[config.mk]
export PLATFORM = sky130hd
export DESIGN_NAME = jk_excitation_sequencer
export DESIGN_NICKNAME = d
export VERILOG_FILES = /design/src/rtl/jk_excitation_sequencer.sv
export SDC_FILE = /design/constraint.sdc
export NUM_CORES = 1
export LEC_CHECK = 0
export ABC_AREA = 1
export BUFFER_PORTS_ARGS = -buffer_cell sky130_fd_sc_hd__buf_2
export CAP_MARGIN = 0
export CORE_MARGIN = 2
export CORE_UTILIZATION = 50
export CTS_CLUSTER_SIZE = 28
export DETAILED_ROUTE_END_ITERATION = 7
export PLACE_DENSITY = 0.74
export SETUP_SLACK_MARGIN = 0.2
export SLEW_MARGIN = 30
export SYNTH_ARGS = -nofsm -noshare
export SYNTH_HDL_FRONTEND = slang
export SYNTH_SLANG_ARGS = --single-unit
[constraint.sdc]
create_clock -name CLK -period 4.21 [get_ports CLK]
set_clock_uncertainty 0.05 [all_clocks]
set_input_delay 0.2105 -clock CLK [delete_from_list [all_inputs] [get_ports CLK]]
set_output_delay 0.2105 -clock CLK [all_outputs]
set_load 0.01 [all_outputs]
[src/rtl/jk_excitation_sequencer.sv]
// Drives a bank of external JK flip-flops toward a requested state, verifies the
// fed-back Q outputs and re-drives up to MAX_RETRY times before flagging an error.
module jk_excitation_sequencer #(
  parameter int WIDTH       = 4,
  parameter int TOGGLE_MODE = 0,
  parameter int MAX_RETRY   = 2
) (
  input  logic             CLK,
  input  logic             RST,
  input  logic [WIDTH-1:0] TGT,
  input  logic             TGT_VALID,
  output logic             TGT_READY,
  input  logic [WIDTH-1:0] Q_FB,
  output logic [WIDTH-1:0] J,
  output logic [WIDTH-1:0] K,
  output logic             BUSY,
  output logic             DONE,
  output logic             ERR
);

  typedef enum logic [1:0] {IDLE, DRIVE, CHECK} state_t;

  localparam logic [2:0] RETRY_LIMIT = 3'(MAX_RETRY);

  state_t           state, state_nxt;
  logic [WIDTH-1:0] tgt_r, tgt_nxt;
  logic [WIDTH-1:0] j_nxt, k_nxt;
  logic [2:0]       retry, retry_nxt;
  logic             done_nxt, err_nxt;

  // Returns {J, K} for moving q to t.
  function automatic logic [2*WIDTH-1:0] excite(input logic [WIDTH-1:0] q,
                                                input logic [WIDTH-1:0] t);
    if (TOGGLE_MODE != 0) return {q ^ t, q ^ t};
    else                  return {~q & t, q & ~t};
  endfunction

  always_ff @(posedge CLK or posedge RST) begin
    if (RST) begin
      state <= IDLE;
      tgt_r <= '0;
      retry <= '0;
      J     <= '0;
      K     <= '0;
      DONE  <= 1'b0;
      ERR   <= 1'b0;
    end else begin
      state <= state_nxt;
      tgt_r <= tgt_nxt;
      retry <= retry_nxt;
      J     <= j_nxt;
      K     <= k_nxt;
      DONE  <= done_nxt;
      ERR   <= err_nxt;
    end
  end

  always_comb begin
    state_nxt = state;
    unique case (state)
      IDLE:    if (TGT_VALID) state_nxt = DRIVE;
      DRIVE:   state_nxt = CHECK;
      CHECK: begin
        if (Q_FB == tgt_r || retry >= RETRY_LIMIT) state_nxt = IDLE;
        else                                       state_nxt = DRIVE;
      end
      default: state_nxt = IDLE;
    endcase
  end

  // J/K default to zero so they are only non-zero for the cycle spent in DRIVE.
  always_comb begin
    tgt_nxt   = tgt_r;
    retry_nxt = retry;
    j_nxt     = '0;
    k_nxt     = '0;
    done_nxt  = 1'b0;
    err_nxt   = 1'b0;
    unique case (state)
      IDLE: begin
        if (TGT_VALID) begin
          tgt_nxt        = TGT;
          retry_nxt      = '0;
          {j_nxt, k_nxt} = excite(Q_FB, TGT);
        end
      end
      CHECK: begin
        if (Q_FB == tgt_r) begin
          done_nxt = 1'b1;
        end else if (retry < RETRY_LIMIT) begin
          retry_nxt      = retry + 3'd1;
          {j_nxt, k_nxt} = excite(Q_FB, tgt_r);
        end else begin
          err_nxt = 1'b1;
        end
      end
      default: ;
    endcase
  end

  assign TGT_READY = (state == IDLE);
  assign BUSY      = (state == DRIVE) || (state == CHECK);

endmodule

==> reports/summary.txt <==
multi-input logic area -> 474 um^2
setup TNS -> 0 ps
Clock Latency Late Sink -> 290 ps
CP Data Required Time -> 4390 ps
Antenna Nets Post-Route -> 0
DPL Wire Length -> 1400 um
post-CTS setup buffers -> 0
CTS tree -> yes
register area -> 475 um^2
critical path peak fanout -> 5
I/O Pins -> 23
first-pass GRT wire length -> 3350 um
DRT iter0 DRCs -> 15
cell family with most CP delay -> simple AND/OR/NAND/NOR gates
worst min path class -> input port to flop
Final Slew Violations -> 0
pwr dens -> 549 mW/mm^2
Slew @ Worst Pin -> 715 ps
most frequent cells in the layout -> inv_1 (23), nand2_1 (22), buf_2 (22), dfrtp_1 (19), ha_1 (14)
Worst setup SP type -> flop
CTS root buf -> clkbuf_4
period utilization -> 37.8%
syn_area_per_cell -> 9.04 um^2
cell mode on critical path -> nand2_1
via count -> 827
Gate Count Post-Synth -> 115
maximum VDD drop -> 332 uV
Yosys Warn Count -> 0
final net count -> 168
CP arrival -> 1780 ps
PnR Total Power -> 0.670 mW
CP Buf/Inv Count -> 0
wire per inst -> 10.9 um
Rel. slew slack -> 52.3%
chip height -> 49.6 um
fraction of layout cells with a size suffix above 1 -> 23.2%
CP peak stage delay -> 410 ps
most common cell after layout, fill and taps aside -> inv_1
global route overflow -> 0
sequential share of the synthesized area -> 45.7%
n_diodes -> 0
Port-buffer cells -> 22
Final Critical Period -> 1590 ps
DR vias/cell -> 4.89
highest clock rate -> 628 MHz
P&R area growth vs syn -> 17.4%
core area -> 0.00196 mm^2
GR Util All Layers -> 17.2%
die area -> 0.00246 mm^2
clk slew on worst S/H paths -> 110 ps
slowest CP cell -> dfrtp_1
CP endpoint kind -> flop
syn_nets -> 140
RD Place Congestion -> 0.784
vias in the first global route -> 832
MaxCap Viol Count -> 0
worst-path cell chain -> ha_1, nand2_1, nor2_1, nand2_1, nand2_2, nand2_1, nand2_1
final hold violations -> 0
met3 wire len -> 146 um
uppermost layer routed -> met4
status -> complete, no violations
CP Class -> flop to flop
DR WL met2 -> 890 um
routed length on met1 -> 798 um
H-tree levels -> 1
Unique masters post-synth -> 17
chip width -> 49.6 um
TritonCTS Buffers -> 3
R2R Setup Slk -> 2620 ps
Starting Density -> 53.0%
pin count of the biggest net entering global routing -> 20
Final setup viols -> 0
FILL cells -> 180
clock tree sinks -> 19
Clock Path Buffers -> 2
Initial DRT Pass Iterations -> 4
Row Count -> 16
Yosys reg bits -> 19
Pleak -> 0.709 nW
Synth Cell Area -> 0.00104 mm^2
# DRC -> 0
antenna violations before repair -> 0
drt total wl -> 1850 um
RSZ-0062 raised after global routing -> false
==> kinds of logic after synthesis <==
logic type               after synthesis  share of synthesized area, %
buffers and inverters                 24                          8.66
AO/OA/AOI/OAI                         13                          8.06
adder cells (fa/ha/maj)               14                          16.8
flip-flops                            19                          45.7
AND/OR/NAND/NOR                       45                          20.7
==> sequential cells by signal, summed over array words and instances (netlist names) <==
name	cells
K	4
state	2
ERR	1
retry	3
tgt_r	4
J	4
DONE	1
==> stage by stage <==
step | std cells | util, % | instance area, um^2 | setup slack [ps] | hold WS [ps]
2_1_floorplan | 115 | - | 1040 | 2820 | 112
3_3_place_gp | 164 | 60.3 | 1180 | 2650 | 305
3_5_place_dp | 164 | 60.3 | 1180 | 2630 | 310
4_1_cts | 169 | 62.2 | 1220 | 2600 | 47.5
5_1_grt | 169 | 62.2 | 1220 | 2470 | 55.0
6_report | 169 | 62.2 | 1220 | 2620 | 59.2
==> final timing paths <==
check	start	end	cells after the start
hold reg to reg	retry[0]$_DFFE_PP0P_	retry[0]$_DFFE_PP0P_	2
min in group asynchronous	RST	J[0]$_DFF_PP0_	3
setup reg to reg	tgt_r[1]$_DFFE_PP0P_	retry[1]$_DFFE_PP0P_	7
setup / recovery	tgt_r[1]$_DFFE_PP0P_	retry[1]$_DFFE_PP0P_	7
hold / removal	TGT[3]	K[3]$_DFF_PP0_	2
max in group asynchronous	RST	state[1]$_DFFE_PP0P_	3
==> layer usage <==
metal,up-vias,global-route usage (%)
met1,373,22.0
met5,-,0
met2,32,29.1
met4,0,7.87
met3,2,1.82
li1,420,-
==> timing repair <==
action                                 in CTS  in global routing
hold buffers                                1                  0
endpoints found under the hold margin      19                  0
gates resized for setup                     0                  0
==> cells in the mapped netlist, drive strengths merged <==
master / instances / area share [%]
nand2: 25 / 11
inv: 24 / 8.7
dfrtp: 19 / 46
ha: 14 / 17
nand3: 9 / 4.3
nor2: 9 / 4.5
o21ai: 5 / 2.4
o22ai: 4 / 2.4
o32ai: 3 / 2.5
nor3: 1 / 0.48
nor3b: 1 / 0.72
o31ai: 1 / 0.72
==> where the power goes <==
group          switching (mW)  leakage, nW  internal, mW
Combinational           0.197        0.439         0.117
Clock                  0.0548       0.0177        0.0353
Sequential             0.0305        0.252         0.235
==> area by class of cell <==
| type | instances | area share [%] |
|---|---|---|
| well taps | 27 | 2.77 |
| repair buffers | 23 | 9.84 |
| clock buffers | 3 | 1.84 |
| clock inverters | 1 | 0.410 |
| flip-flops and latches | 19 | 38.9 |
| multi-input cells | 72 | 38.8 |
| inverters | 24 | 7.38 |
Note: power is estimated with default switching activity, not from simulation.
